[src/rtl/apb_sdcard_rdbuf.sv]
// APB3 read-back buffer for the SD-card sector reader: packs the byte stream
// little-endian into 32-bit words and holds one sector in a word FIFO for CPU polling.
module apb_sdcard_rdbuf #(
  parameter int DEPTH_LOG2 = 7
) (
  input  logic        PCLK,
  input  logic        PRESETn,
  input  logic        PSEL,
  input  logic [11:2] PADDR,
  input  logic        PENABLE,
  input  logic        PWRITE,
  input  logic [31:0] PWDATA,
  output logic [31:0] PRDATA,
  output logic        PREADY,
  output logic        PSLVERR,
  input  logic        sd_byte_valid,
  input  logic [7:0]  sd_byte,
  input  logic        sd_sector_done,
  input  logic        sd_clear
);

  localparam int DEPTH = 1 << DEPTH_LOG2;
  localparam logic [DEPTH_LOG2:0]   FULL_COUNT = (DEPTH_LOG2 + 1)'(DEPTH);
  localparam logic [DEPTH_LOG2:0]   COUNT_ONE  = (DEPTH_LOG2 + 1)'(1);
  localparam logic [DEPTH_LOG2-1:0] PTR_ONE    = DEPTH_LOG2'(1);

  localparam logic [1:0] REG_STATUS = 2'd0;
  localparam logic [1:0] REG_DATA   = 2'd1;
  localparam logic [1:0] REG_CTRL   = 2'd2;

  logic [31:0]           mem [DEPTH];
  logic [DEPTH_LOG2-1:0] wr_ptr;
  logic [DEPTH_LOG2-1:0] rd_ptr;
  logic [DEPTH_LOG2:0]   count;
  logic [1:0]            lane;
  logic [23:0]           partial;
  logic                  sector_done;
  logic                  overflow;
  logic                  underflow;

  logic        empty;
  logic        full;
  logic        ready;
  logic [1:0]  reg_sel;
  logic        rd_access;
  logic        wr_access;
  logic        flush;
  logic        pop_req;
  logic        pop_ok;
  logic        do_pop;
  logic        do_push;
  logic        ovf_set;
  logic        udf_set;
  logic [2:0]  lane_fill;
  logic [31:0] merged;
  logic [31:0] push_word;
  logic        push_req;
  logic [31:0] status;
  logic [31:0] head;
  logic        unused_apb;

  assign PREADY     = 1'b1;
  assign PSLVERR    = 1'b0;
  assign unused_apb = ^{PADDR[11:4], PWDATA[31:1]};

  assign empty = (count == '0);
  assign full  = (count == FULL_COUNT);
  assign ready = sector_done & ~empty;

  assign reg_sel   = PADDR[3:2];
  assign rd_access = PSEL & PENABLE & ~PWRITE;
  assign wr_access = PSEL & PENABLE & PWRITE;
  assign flush     = sd_clear | (wr_access & (reg_sel == REG_CTRL) & PWDATA[0]);
  assign pop_req   = rd_access & (reg_sel == REG_DATA);
  assign pop_ok    = pop_req & ~empty;

  // A pop in the same cycle frees the slot, so a push into a full FIFO still lands.
  assign do_pop  = pop_ok & ~flush;
  assign do_push = push_req & (~full | pop_ok) & ~flush;
  assign ovf_set = push_req & full & ~pop_ok & ~flush;
  assign udf_set = pop_req & empty & ~flush;

  // Merge the incoming byte into its lane, then keep only the lanes filled so far.
  always_comb begin
    lane_fill = {1'b0, lane} + {2'b00, sd_byte_valid};
    merged    = {8'h00, partial};
    if (sd_byte_valid) begin
      case (lane)
        2'd0:    merged[7:0]   = sd_byte;
        2'd1:    merged[15:8]  = sd_byte;
        2'd2:    merged[23:16] = sd_byte;
        default: merged[31:24] = sd_byte;
      endcase
    end
    push_word = '0;
    case (lane_fill)
      3'd1:    push_word[7:0]  = merged[7:0];
      3'd2:    push_word[15:0] = merged[15:0];
      3'd3:    push_word[23:0] = merged[23:0];
      3'd4:    push_word       = merged;
      default: push_word       = '0;
    endcase
    push_req = (lane_fill == 3'd4) | (sd_sector_done & (lane_fill != 3'd0));
  end

  always_ff @(posedge PCLK or negedge PRESETn) begin
    if (!PRESETn) begin
      lane    <= '0;
      partial <= '0;
    end else if (flush || push_req) begin
      lane    <= '0;
      partial <= '0;
    end else if (sd_byte_valid) begin
      lane    <= lane + 2'd1;
      partial <= merged[23:0];
    end
  end

  always_ff @(posedge PCLK or negedge PRESETn) begin
    if (!PRESETn) begin
      wr_ptr      <= '0;
      rd_ptr      <= '0;
      count       <= '0;
      sector_done <= 1'b0;
      overflow    <= 1'b0;
      underflow   <= 1'b0;
    end else if (flush) begin
      wr_ptr      <= '0;
      rd_ptr      <= '0;
      count       <= '0;
      sector_done <= 1'b0;
      overflow    <= 1'b0;
      underflow   <= 1'b0;
    end else begin
      if (do_push) wr_ptr <= wr_ptr + PTR_ONE;
      if (do_pop)  rd_ptr <= rd_ptr + PTR_ONE;
      case ({do_push, do_pop})
        2'b10:   count <= count + COUNT_ONE;
        2'b01:   count <= count - COUNT_ONE;
        default: count <= count;
      endcase
      overflow  <= overflow | ovf_set;
      underflow <= underflow | udf_set;
      // The sector stays "ready" until the CPU drains the last word.
      if (sd_sector_done) begin
        sector_done <= 1'b1;
      end else if (do_pop && !do_push && count == COUNT_ONE) begin
        sector_done <= 1'b0;
      end
    end
  end

  always_ff @(posedge PCLK) begin
    if (do_push) mem[wr_ptr] <= push_word;
  end

  assign head = mem[rd_ptr];

  always_comb begin
    status        = '0;
    status[0]     = ready;
    status[1]     = overflow;
    status[2]     = underflow;
    status[3]     = empty;
    status[4]     = full;
    status[15:8]  = 8'(count);
  end

  // An empty FIFO reads 0, so uninitialised memory never reaches the bus.
  always_comb begin
    PRDATA = '0;
    if (PSEL && !PWRITE) begin
      case (reg_sel)
        REG_STATUS: PRDATA = status;
        REG_DATA:   PRDATA = empty ? 32'h0 : head;
        default:    PRDATA = '0;
      endcase
    end
  end

endmodule
[config.mk]
export PLATFORM = sky130hd
export DESIGN_NAME = apb_sdcard_rdbuf
export DESIGN_NICKNAME = d
export VERILOG_FILES = /design/src/rtl/apb_sdcard_rdbuf.sv
export SDC_FILE = /design/constraint.sdc
export NUM_CORES = 2
export LEC_CHECK = 0
export BUFFER_PORTS_ARGS = -buffer_cell sky130_fd_sc_hd__buf_2
export CAP_MARGIN = 20
export CELL_PAD_IN_SITES_DETAIL_PLACEMENT = 2
export CELL_PAD_IN_SITES_GLOBAL_PLACEMENT = 2
export CORE_ASPECT_RATIO = 0.5
export CORE_UTILIZATION = 51
export DETAILED_ROUTE_END_ITERATION = 10
export PLACE_DENSITY = 0.78
export SLEW_MARGIN = 20
export SYNTH_ARGS = -nofsm -noshare
export SYNTH_HDL_FRONTEND = slang
export SYNTH_SLANG_ARGS = --single-unit
[constraint.sdc]
create_clock -name PCLK -period 6.85 [get_ports PCLK]
set_input_delay 0.685 -clock PCLK [delete_from_list [all_inputs] [get_ports PCLK]]
set_output_delay 0.685 -clock PCLK [all_outputs]
set_load 0.005 [all_outputs]
==> impl_metrics.ini, run 1 <==
[logic_synthesis]
mappedNetlistNets = 7115
yosysSeqAreaShare_pct = 77.9
syn_inst = 7045
ys_async_sr_fraction_pct = 1.23
syn_area_sq_um = 159000
syn_avg_cell_area_sq_um = 22.6
ys_types = 74
ys_warn_count = 0
ys.flop_type = edfxtp_1
synth_edf_count = 4096
ys_ff_latch = 4147

[floorplan]
num_rows = 144
fp.dieW_um = 793
die_h_um = 397
initial_core_util_pct = 51.5
ioPinCount = 92

[placement]
dp_hpwl_um = 441000
io_buffers = 50
gp_congestion = 0.871

[status]
haltStage = detailed placement (3_5_place_dp)
error_line = [ERROR DPL-0033] detailed placement checks failed during check placement.
status = did not finish
[kinds of logic after synthesis]
| kind of cell | after synthesis | share of synthesized area (%) |
|---|---|---|
| AOI/OAI and AO/OA | 627 | 2.82 |
| muxes | 1241 | 15.8 |
| buffers and inverters | 416 | 1.61 |
| DFF | 4147 | 77.9 |
| xor gates and xnor gates | 18 | 0.0989 |
| adders and majority gates | 12 | 0.0942 |
| other | 2 | 0.00471 |
| and+or+nand+nor | 582 | 1.65 |
[cell usage after synthesis, types with 12 or more instances]
cell / count / area (sq um)
a2111oi_2: 14 / 210
a211oi_1: 19 / 143
a21oi_1: 84 / 420
a221oi_1: 78 / 683
a22o_1: 23 / 201
a22oi_1: 177 / 1330
a31oi_1: 16 / 100
and2_1: 15 / 93.8
buf_1: 41 / 154
buf_12: 12 / 240
buf_2: 94 / 470
buf_4: 39 / 293
buf_6: 63 / 709
clkbuf_1: 150 / 563
dfrtp_1: 51 / 1280
edfxtp_1: 4096 / 123000
ha_1: 12 / 150
mux2i_1: 226 / 2260
mux4_1: 22 / 578
mux4_2: 990 / 22300
nand2_1: 126 / 473
nand3_1: 76 / 380
nor2_1: 233 / 875
nor2b_1: 16 / 100
nor3_1: 40 / 200
o211ai_1: 33 / 248
o21ai_0: 39 / 195
o21ai_1: 43 / 215
o22ai_1: 60 / 375
xnor2_1: 13 / 114
[stage by stage]
step / setup slack (ns) / hold slack, ns
3_3_place_gp: 1.38 / 0.500
2_1_floorplan: 1.32 / 0.389
==> run 2, diff against run 1 <==
--- a/config.mk
+++ b/config.mk
@@ -7,12 +7,9 @@
 export LEC_CHECK = 0
 export BUFFER_PORTS_ARGS = -buffer_cell sky130_fd_sc_hd__buf_2
 export CAP_MARGIN = 20
-export CELL_PAD_IN_SITES_DETAIL_PLACEMENT = 2
-export CELL_PAD_IN_SITES_GLOBAL_PLACEMENT = 2
-export CORE_ASPECT_RATIO = 0.5
-export CORE_UTILIZATION = 51
+export CORE_UTILIZATION = 40
 export DETAILED_ROUTE_END_ITERATION = 10
-export PLACE_DENSITY = 0.78
+export PLACE_DENSITY_LB_ADDON = 0.15
 export SLEW_MARGIN = 20
 export SYNTH_ARGS = -nofsm -noshare
 export SYNTH_HDL_FRONTEND = slang
==> impl_metrics.ini, run 2 <==
[logic_synthesis]
ys_ff_latch = 4147
syn_area_sq_um = 159000
synth_top_family_by_area = multiplexers
syn_inst = 7045
synth_top_cell_by_area = edfxtp_1
yosysMostFrequentCell = edfxtp_1
ys_types = 74
yosysSeqAreaShare_pct = 77.9
synthMuxAreaShare_pct = 15.8
mappedNetlistNets = 7115
synth_fa_ha_area_share_pct = 0.0942
ys_warn_count = 0
synth_edf_count = 4096
ys_top_cells_by_area = edfxtp_1 (77%), mux4_2 (14%), mux2i_1 (1.4%)
ys_async_sr_fraction_pct = 1.23
syn_avg_cell_area_sq_um = 22.6
ys.flop_type = edfxtp_1
yosys.area.top_type_share_pct = 77.1
synth-xor-area-share_pct = 0.0989
synth-simple-area-share_pct = 1.65
synth_compound_area_share_pct = 2.82
synth_top_cells_by_count = edfxtp_1 (4096), mux4_2 (990), nor2_1 (233), mux2i_1 (226), a22oi_1 (177)

[layout]
layout_common_cells = edfxtp_1 (4096), mux4_2 (990), clkbuf_16 (437)
drive_gt1_share_pct = 28.8
syn_to_final_growth_pct = 14.5
fin_area_sq_um = 183000
finalNonFillerCells = 13200
fill_cells = 32800
reg_top3 = mem (4096), partial (24), count (8)
nets = 7617
top_register = mem
largest_reg_flops = 4096
final_common_cell = edfxtp_1

[worst_setup_path]
startpoint_type = flop
crit_slowest_cell = nor3_1
cp_max_fo = 36
crit_buf_inv = 5
path_cells = buf_12 -> buf_12 -> buf_4 -> mux4_2 -> a22oi_1 -> o211ai_1 -> nor3_1 -> buf_4 -> a211oi_1 -> buf_2
end_kind = primary output
path_delay_family = buffers and inverters
crit_arrival_ns = 5.83
path_class = flop to primary output
critPathMaxStageDelay_ns = 0.90
cp.required_ns = 6.16

[clock_network]
clk_pin_slew_worst_paths_ns = 0.06
clkSinkCount = 4147
cts_htree_levels = 5
post_cts_resized = 0
cts_tree = yes
cts_buffer_depth = 4
clock-root-buffer = clkbuf_16
clk_latency_ns = 0.99
numCtsBuffers = 434

[grt]
grt_pass1_wl_um = 649000
grt_overflow = 0
grt_pass1_vias = 78500
groute.usage.overall_pct = 23.4
grt_max_degree = 129
antenna_found_initial = 54

[timing]
finalSetupTns_ns = 0
fin_worst_skew_ns = 0.0823
rsz0062_at_grt = no
slew_headroom_pct = 13.2
max_slew.worst_pin.slew_ns = 1.29
final_max_slew_viol_count = 0
min_period_ns = 6.52
max_freq_ghz = 0.153
post-route-period-util_pct = 95.2
setup_viol = 0
fin_ws_ns = 0.332
hold_violations = 0
whs_ns = 0.139

[routing]
routed_wl_um = 472000
vias = 77900
ant_nets = 0
vias_per_cell = 5.91
wire_per_inst_um = 35.9
drt_iter0_drc = 9727
drtPass1Iterations = 6
drc = 0

[floorplan]
die_h_um = 633
initial_core_util_pct = 40.2
fp.dieW_um = 633
ioPinCount = 92
die_area_sq_um = 401000
num_rows = 231
coreArea_sq_um = 396000

[job]
max-cap-violations = 0

[placement]
place_ws_ns = 1.30
gp_congestion = 0.867
io_buffers = 50
dp_hpwl_um = 289000
dp_cells = 12300
dpl_cell_area_sq_um = 169000

[pwr]
ir_worst_vdd_mv = 0.203
leakage_uw = 0.0565
p_per_area_nw_per_um2 = 284

[hold_path]
hp-class = input port to flop

[status]
status = completed
run 2: cell counts after synthesis:
Identical to the previous run, type by type.
run 2: worst min-delay path: cells and delay by family:
kind / cells / cell delay [ns]
AO/OA/AOI/OAI: 1 / 0.14
AND/OR/NAND/NOR: 1 / 0.05
buffers and inverters: 1 / 0.18
run 2: cell families (layout without fill, tap and decap cells):
logic type               count (synthesis)  after routing
buffers and inverters                  416           1247
adder cells (fa/ha/maj)                 12             12
AND/OR/NAND/NOR                        582            582
flip-flops                            4147           4147
multiplexers                          1241           1241
other                                    2             61
XOR/XNOR                                18             18
AO/OA/AOI/OAI                          627            627
run 2: layout make-up:
cell class | count | area [sq um] | area share (%)
Sequential cell | 4147 | 124000 | 68.1
Multi-Input combinational cell | 2482 | 33900 | 18.6
Clock buffer | 533 | 11300 | 6.19
Tap cell | 5242 | 6560 | 3.59
Timing Repair Buffer | 472 | 4080 | 2.23
Clock inverter | 232 | 2140 | 1.17
Antenna cell | 59 | 148 | 0.0809
Inverter | 10 | 45.0 | 0.0247
run 2: path summary, 6_finish.rpt:
check	startpoint	endpoint	slack (ns)	cells after the start
hold reg to reg	sector_done	sector_done	0.54	2
max in group asynchronous	PRESETn	rd_ptr[3]	5.75	3
hold / removal	sd_sector_done	sector_done	0.14	3
setup / recovery	rd_ptr[0]	PRDATA[15]	0.33	10
setup reg to reg	lane[0]	mem[22][21]	1.75	10
min in group asynchronous	PRESETn	partial[20]	0.41	3
run 2: report_power, final:
group	internal, uW	switching, uW
Combinational	422	872
Clock	12800	9840
Sequential	27800	49.2
Total	41000	10800
run 2: stage by stage:
step           total power, uW  utilization [%]
4_1_cts                  52100             46.0
3_3_place_gp             29600             42.6
6_report                 51800             46.1
3_5_place_dp             29600             42.6
5_1_grt                  53100             46.1
2_1_floorplan            29100                -
run 2: layer usage:
| metal | vias up | routed length, um | global-route usage (%) |
|---|---|---|---|
| met2 | 3171 | 223000 | 37.0 |
| li1 | 31200 | - | - |
| met4 | 4 | 14600 | 6.58 |
| met3 | 614 | 37100 | 4.16 |
| met5 | - | 22 | 0 |
| met1 | 42900 | 198000 | 33.4 |
run 2: timing repair:
item,4_1_cts,5_1_grt
setup buffers,0,0
endpoints found under the hold margin,52,0
hold buffers,2,0
Note: power is estimated with default switching activity, not from simulation.
